File: src/rtl/calc_pkg.sv
// Shared types for the calculator front end: opcode and sequencer state encodings.
package calc_pkg;

   localparam int CALC_WIDTH = 32;

   typedef enum logic [2:0] {
      OP_NONE   = 3'd0,
      OP_EQUALS = 3'd1,
      OP_ADD    = 3'd2,
      OP_SUB    = 3'd3,
      OP_MUL    = 3'd4,
      OP_DIV    = 3'd5,
      OP_CLEAR  = 3'd6
   } opcode_e;

   typedef enum logic [2:0] {
      ENTER_A,
      ENTER_B,
      EXEC,
      RESULT,
      ERROR
   } state_e;

   function automatic logic is_arith(input logic [2:0] code);
      return (code >= OP_ADD) && (code <= OP_DIV);
   endfunction

endpackage

File: src/rtl/calc_key_edge.sv
// Keypad front end: one-shot digit and operator events from level-held inputs.
module calc_key_edge
   import calc_pkg::*;
(
   input  logic       clk,
   input  logic       pwr,
   input  logic [9:0] btn,
   input  logic [2:0] opcode,
   output logic       digit_valid,
   output logic [3:0] digit,
   output logic       op_valid,
   output logic [2:0] op_code
);

   logic [9:0] btn_q;
   logic [2:0] opcode_q;
   logic       btn_onehot;
   logic       digit_edge;
   logic       op_edge;
   logic [3:0] btn_index;

   // A press only arms from an all-released keypad, so multi-hot chords never fire.
   assign btn_onehot = (btn != '0) && ((btn & (btn - 10'd1)) == '0);
   assign digit_edge = (btn_q == '0) && btn_onehot;
   assign op_edge    = (opcode_q == OP_NONE) && (opcode != OP_NONE);

   always_comb begin
      btn_index = '0;
      for (int i = 0; i < 10; i++) begin
         if (btn[i]) btn_index = 4'(i);
      end
   end

   // History always tracks the inputs, so reset leaves held keys counted as seen.
   always_ff @(posedge clk) begin
      btn_q    <= btn;
      opcode_q <= opcode;
      if (pwr) begin
         digit_valid <= 1'b0;
         digit       <= '0;
         op_valid    <= 1'b0;
         op_code     <= OP_NONE;
      end else begin
         digit_valid <= digit_edge;
         digit       <= btn_index;
         op_valid    <= op_edge && !digit_edge;
         op_code     <= opcode;
      end
   end

endmodule

File: src/rtl/calc_sequencer.sv
// Calculator sequencer: operand entry, operator latching and ALU start/done sequencing.
module calc_sequencer
   import calc_pkg::*;
#(
   parameter int WIDTH       = CALC_WIDTH,
   parameter int MAX_DIGITS  = 9,
   parameter int ALU_TIMEOUT = 64
) (
   input  logic             clk,
   input  logic             pwr,
   input  logic [9:0]       btn,
   input  logic [2:0]       opcode,
   output logic             alu_start,
   output logic [2:0]       alu_op,
   output logic [WIDTH-1:0] alu_a,
   output logic [WIDTH-1:0] alu_b,
   input  logic             alu_done,
   input  logic [WIDTH-1:0] alu_result,
   input  logic             alu_err,
   output logic             num,
   output logic             op,
   output logic [WIDTH-1:0] val1,
   output logic [WIDTH-1:0] val2,
   output logic [WIDTH-1:0] displayedNum,
   output logic             err,
   output state_e           dbg_state
);

   localparam int CW = $clog2(MAX_DIGITS + 1);
   localparam int TW = $clog2(ALU_TIMEOUT);
   localparam logic [CW-1:0] MAX_CNT = CW'(MAX_DIGITS);
   localparam logic [TW-1:0] TO_LAST = TW'(ALU_TIMEOUT - 1);

   logic             digit_valid, op_valid, arith, equals, clear;
   logic [3:0]       digit;
   logic [2:0]       op_code;
   state_e           state, state_n;
   logic [WIDTH-1:0] val1_n, val2_n, disp_n, alu_a_n, alu_b_n, acc_src, acc;
   logic [2:0]       alu_op_n, pend_op, pend_n, chain_op, chain_op_n;
   logic             alu_start_n, num_n, op_n, err_n, chain, chain_n;
   logic [CW-1:0]    cnt, cnt_n;
   logic [TW-1:0]    timer, timer_n;

   calc_key_edge u_key_edge (
      .clk        (clk),
      .pwr        (pwr),
      .btn        (btn),
      .opcode     (opcode),
      .digit_valid(digit_valid),
      .digit      (digit),
      .op_valid   (op_valid),
      .op_code    (op_code)
   );

   assign arith     = op_valid && is_arith(op_code);
   assign equals    = op_valid && (op_code == OP_EQUALS);
   assign clear     = op_valid && (op_code == OP_CLEAR);
   assign acc_src   = (state == ENTER_B) ? val2 : val1;
   assign acc       = acc_src * WIDTH'(10) + WIDTH'(digit);
   assign dbg_state = state;

   // ALU handshake: alu_start pulses for one cycle while alu_op/alu_a/alu_b are
   // loaded; those hold until alu_done, a one-cycle pulse qualifying alu_result/alu_err.
   always_comb begin
      state_n     = state;
      val1_n      = val1;
      val2_n      = val2;
      disp_n      = displayedNum;
      alu_a_n     = alu_a;
      alu_b_n     = alu_b;
      alu_op_n    = alu_op;
      alu_start_n = 1'b0;
      num_n       = num;
      op_n        = op;
      err_n       = err;
      pend_n      = pend_op;
      cnt_n       = cnt;
      chain_n     = chain;
      chain_op_n  = chain_op;
      timer_n     = '0;
      if (clear) begin
         state_n  = ENTER_A;
         val1_n   = '0;
         val2_n   = '0;
         disp_n   = '0;
         alu_a_n  = '0;
         alu_b_n  = '0;
         alu_op_n = OP_NONE;
         num_n    = 1'b0;
         op_n     = 1'b0;
         err_n    = 1'b0;
         pend_n   = OP_NONE;
         cnt_n    = '0;
         chain_n  = 1'b0;
      end else begin
         case (state)
            ENTER_A, ENTER_B: begin
               if (digit_valid) begin
                  if (cnt < MAX_CNT) begin
                     if (state == ENTER_A) val1_n = acc;
                     else                  val2_n = acc;
                     disp_n = acc;
                     cnt_n  = cnt + CW'(1);
                     num_n  = 1'b1;
                  end
               end else if (state == ENTER_A) begin
                  if (arith) begin
                     pend_n  = op_code;
                     op_n    = 1'b1;
                     num_n   = 1'b0;
                     val2_n  = '0;
                     cnt_n   = '0;
                     state_n = ENTER_B;
                  end
               end else if (equals || (arith && cnt != '0)) begin
                  state_n     = EXEC;
                  alu_start_n = 1'b1;
                  alu_a_n     = val1;
                  alu_b_n     = val2;
                  alu_op_n    = pend_op;
                  num_n       = 1'b0;
                  chain_n     = arith;
                  chain_op_n  = op_code;
               end else if (arith) begin
                  pend_n = op_code;
               end
            end
            EXEC: begin
               if ((alu_done && alu_err) || (!alu_done && timer == TO_LAST)) begin
                  state_n = ERROR;
                  err_n   = 1'b1;
                  disp_n  = '0;
                  op_n    = 1'b0;
                  chain_n = 1'b0;
               end else if (alu_done) begin
                  val1_n  = alu_result;
                  disp_n  = alu_result;
                  val2_n  = '0;
                  chain_n = 1'b0;
                  if (chain) begin
                     pend_n  = chain_op;
                     op_n    = 1'b1;
                     cnt_n   = '0;
                     state_n = ENTER_B;
                  end else begin
                     op_n    = 1'b0;
                     state_n = RESULT;
                  end
               end else begin
                  timer_n = timer + TW'(1);
               end
            end
            RESULT, ERROR: begin
               if (digit_valid) begin
                  val1_n  = WIDTH'(digit);
                  disp_n  = WIDTH'(digit);
                  val2_n  = '0;
                  cnt_n   = CW'(1);
                  num_n   = 1'b1;
                  op_n    = 1'b0;
                  err_n   = 1'b0;
                  state_n = ENTER_A;
               end else if (arith && state == RESULT) begin
                  pend_n  = op_code;
                  op_n    = 1'b1;
                  num_n   = 1'b0;
                  val2_n  = '0;
                  cnt_n   = '0;
                  state_n = ENTER_B;
               end
            end
            default: state_n = ENTER_A;
         endcase
      end
   end

   always_ff @(posedge clk) begin
      if (pwr) begin
         state        <= ENTER_A;
         val1         <= '0;
         val2         <= '0;
         displayedNum <= '0;
         alu_a        <= '0;
         alu_b        <= '0;
         alu_op       <= OP_NONE;
         alu_start    <= 1'b0;
         num          <= 1'b0;
         op           <= 1'b0;
         err          <= 1'b0;
         pend_op      <= OP_NONE;
         cnt          <= '0;
         chain        <= 1'b0;
         chain_op     <= OP_NONE;
         timer        <= '0;
      end else begin
         state        <= state_n;
         val1         <= val1_n;
         val2         <= val2_n;
         displayedNum <= disp_n;
         alu_a        <= alu_a_n;
         alu_b        <= alu_b_n;
         alu_op       <= alu_op_n;
         alu_start    <= alu_start_n;
         num          <= num_n;
         op           <= op_n;
         err          <= err_n;
         pend_op      <= pend_n;
         cnt          <= cnt_n;
         chain        <= chain_n;
         chain_op     <= chain_op_n;
         timer        <= timer_n;
      end
   end

endmodule

File: config.mk
export PLATFORM = sky130hd
export DESIGN_NAME = calc_sequencer
export DESIGN_NICKNAME = d
export VERILOG_FILES = /design/src/rtl/calc_pkg.sv /design/src/rtl/calc_key_edge.sv /design/src/rtl/calc_sequencer.sv
export SDC_FILE = /design/constraint.sdc
export NUM_CORES = 1
export LEC_CHECK = 0
export CAP_MARGIN = 20
export CORE_ASPECT_RATIO = 1.4
export CORE_MARGIN = 8
export CORE_UTILIZATION = 40
export DETAILED_ROUTE_END_ITERATION = 6
export DONT_BUFFER_PORTS = 1
export SLEW_MARGIN = 30
export SYNTH_ARGS = -nofsm -noshare
export SYNTH_HDL_FRONTEND = slang
export SYNTH_HIERARCHICAL = 1
export SYNTH_SLANG_ARGS = --single-unit
File: constraint.sdc
create_clock -name clk -period 4.7 [get_ports clk]
set_input_delay 0.47 -clock clk [delete_from_list [all_inputs] [get_ports clk]]
set_output_delay 0.47 -clock clk [all_outputs]
set_load 0.05 [all_outputs]
==> flow_summary.json <==
{
  "netlist_top_cells_area": "dfxtp_1, nand2_1, a21oi_1, ha_1, o21ai_0",
  "cts_buffer_depth": 3,
  "crit_required_ps": 5050,
  "num_rows": 72,
  "grt_max_degree": 72,
  "h-tree-depth": 1,
  "leakage_nw": 5.05,
  "yosys.area_share.simple_pct": 22.3,
  "ios": 219,
  "synth-edff-count": 0,
  "antenna_found_initial": 0,
  "worstPathMaxFanout": 13,
  "fp.dieH_um": 212,
  "vias_per_cell": 5.62,
  "synth_ff_type": "dfxtp_1",
  "clock.fmax_mhz": 225,
  "routed_wl_mm": 39.1,
  "outcome": "finished clean",
  "period_needed_ps": 4440,
  "finalPower_mw": 3.72,
  "yosysSeqAreaShare_pct": 38.0,
  "ir_worst_vdd_mv": 0.197,
  "path_class": "reg -> reg",
  "place.gp.congestion": 0.939,
  "wl_per_cell_um": 20.7,
  "cts_sinks": 209,
  "die_area_um2": 33200,
  "synth_nets": 1550,
  "hold_class": "in -> reg",
  "worst_pin_slew_ps": 977,
  "grt_pass1_wl_mm": 59.9,
  "regArea_um2": 4190,
  "grt.overflow.total": 0,
  "end_kind": "flop",
  "async_flop_share_pct": 0,
  "ys.warnings.count": 6,
  "multi_input_area_um2": 6570,
  "numCtsBuffers": 21,
  "dr_total_vias": 10648,
  "ant_nets": 0,
  "synth.top_cell.area_share_pct": 38.0,
  "hold_viol_final": 0,
  "synth_mux_area_share_pct": 0.761,
  "cellPowerDensity_nw_per_um2": 285,
  "synth_fa_ha_area_share_pct": 7.29,
  "synth_top_family_by_area": "compound AO/OA/AOI/OAI gates",
  "clkLatencyLatePin_ps": 510,
  "clk_pin_slew_worst_paths_ps": 70,
  "grt_setup_unrepaired": "no",
  "area_growth_pct": 18.6,
  "drv_slew": 0,
  "yosys.area_share.xor_xnor_pct": 4.05,
  "fin_nets": 1622,
  "core-area_um2": 27400,
  "io_buffers": 0,
  "die_width_um": 156,
  "dp_hpwl_mm": 29.7,
  "dr.pass1.iters": 7,
  "syn_area_um2": 11000,
  "grtUsageTotal_pct": 22.8,
  "fin_crit_sh_pct": 94.5,
  "relSlewSlack_pct": 34.8,
  "drive_gt1_share_pct": 13.4,
  "clock_skew_ps": 9.95,
  "fill_cells": 2773,
  "startpoint_type": "flop",
  "drt_iter0_markers": 781,
  "cts_tree": "done",
  "tns_ps": 0,
  "netlist-cell-type-count": 73,
  "initial_core_util_pct": 40.2,
  "syn-instance-count": 1438,
  "ys_seq_elements": 209,
  "synth.avg_cell_area_um2": 7.66,
  "grt_pass1_vias": 10307,
  "post-route-drc-count": 0,
  "synth_top_cell_by_area": "dfxtp_1",
  "synth-compound-area-share_pct": 23.8,
  "root_buffer": "clkbuf_16",
  "maxCapViolations": 0,
  "crit_arrival_ps": 4790,
  "setup_viol": 0
}
## what timing repair did
action,4_1_cts,5_1_grt
gates resized for setup,1,21
hold buffers,13,0
buffers inserted,0,6
gates cloned,0,0
pin swaps,0,10
setup endpoints to repair,1,32
hold endpoints to repair,13,0
## final timing paths
kind                                    from               end  slack [ps]  cells past startpoint
worst min register to register      timer[0]          timer[0]         450                      1
worst min-delay path                     pwr         alu_start          30                      1
worst max register to register  dbg_state[1]  displayedNum[31]         260                     17
worst max-delay path            dbg_state[1]  displayedNum[31]         260                     17
## kinds of logic (layout without fill, tap and decap cells)
group	after synthesis	in the layout
multiplexers	8	8
buffers and inverters	109	194
AO/OA/AOI/OAI	431	431
AND/OR/NAND/NOR	567	567
XOR/XNOR	51	51
other	0	1
flip-flops	209	209
adder cells (fa/ha/maj)	63	63
## critical path, cell delays in order (launching register included)
cell,delay [ps]
dfxtp_2,340
nor2_4,140
nand2_2,120
buf_4,210
nand2_1,100
nand2_1,120
ha_1,310
ha_1,410
a21oi_4,260
o221ai_1,220
a21o_1,240
a311o_1,360
a311oi_2,300
nand2_1,110
or4_4,530
nor3_4,170
mux2i_2,250
a31oi_1,100
## cells in the mapped netlist (4+ instances only)
| library cell | n |
|---|---|
| a2111oi_0 | 6 |
| a211oi_1 | 17 |
| a21o_1 | 7 |
| a21oi_1 | 173 |
| a22o_1 | 9 |
| a22oi_1 | 15 |
| a311oi_1 | 4 |
| a31oi_1 | 51 |
| and2_1 | 8 |
| and4_1 | 7 |
| buf_1 | 6 |
| buf_2 | 6 |
| clkbuf_1 | 78 |
| dfxtp_1 | 209 |
| ha_1 | 61 |
| inv_1 | 19 |
| mux2i_1 | 5 |
| nand2_1 | 329 |
| nand2b_1 | 11 |
| nand3_1 | 35 |
| nand4_1 | 13 |
| nor2_1 | 107 |
| nor2b_1 | 10 |
| nor3_1 | 18 |
| nor4_1 | 4 |
| o211ai_1 | 10 |
| o21ai_0 | 82 |
| o21ai_1 | 5 |
| o31ai_1 | 8 |
| or3_1 | 6 |
| or4_1 | 4 |
| xnor2_1 | 23 |
| xor2_1 | 28 |
## sequential cells by signal, summed over array words and instances (netlist names), 3 cells and up
name and flops:
alu_a 32, alu_b 32, displayedNum 32, val1 32, val2 32, u_key_edge/btn_q 10, timer 6, cnt 4
u_key_edge/digit 4, alu_op 3, chain_op 3, dbg_state 3, pend_op 3, u_key_edge/op_code 3, u_key_edge/opcode_q 3
## metrics by stage
stage	std cells	setup WS, ps	utilization [%]	area (um^2)	hold slack (ps)
2_1_floorplan	1438	15.0	-	11100	418
3_3_place_gp	1838	101	44.3	12100	432
3_5_place_dp	1838	13.8	44.3	12100	439
4_1_cts	1887	35.1	47.3	13000	12.9
5_1_grt	1893	17.5	47.7	13100	16.0
6_report	1894	259	47.7	13100	33.8
## area by class of cell
class	count	share of cell area, %
multi-input cells	1120	50.3
flip-flops and latches	209	32.1
repair buffers	139	8.26
clock buffers	29	4.56
well taps	370	3.54
clock inverters	7	0.727
inverters	19	0.546
diodes	1	0.0191
## routing by layer
metal	global-route usage, %	vias up	share of wire (%)	wire (um)
li1	-	5218	-	-
met1	27.1	5014	40	15600
met2	39.8	336	50	19500
met3	3.58	80	6.3	2470
met4	10.2	0	4.1	1610
met5	0	-	0	0
## power breakdown
group | total (mW) | internal, mW | switching (mW)
clock network | 1.71 | 0.997 | 0.714
registers | 1.81 | 1.79 | 0.0266
logic | 0.195 | 0.0633 | 0.131
total | 3.72 | 2.85 | 0.872
## placed cells by master, fill, tap and decap left out, types with 4 or more instances in the layout
cell type      instances
nand2_1              328
dfxtp_1              206
a21oi_1              169
buf_4                125
nor2_1               104
o21ai_0               79
ha_1                  59
a31oi_1               51
nand3_1               35
xor2_1                26
xnor2_1               23
clkbuf_16             21
inv_1                 19
nor3_1                17
a211oi_1              16
a22oi_1               15
nand4_1               13
dlygate4sd3_1         13
nand2b_1              11
nor2b_1               10
o211ai_1              10
a22o_1                 9
o31ai_1                8
o21ai_1                7
a21o_1                 7
and2_1                 7
and4_1                 7
or3_1                  5
a2111oi_0              5
a21oi_2                4
or4_1                  4
nor4_1                 4
clkbuf_1               4
clkbuf_8               4
No activity file was read; power rests on OpenSTA's default activity.
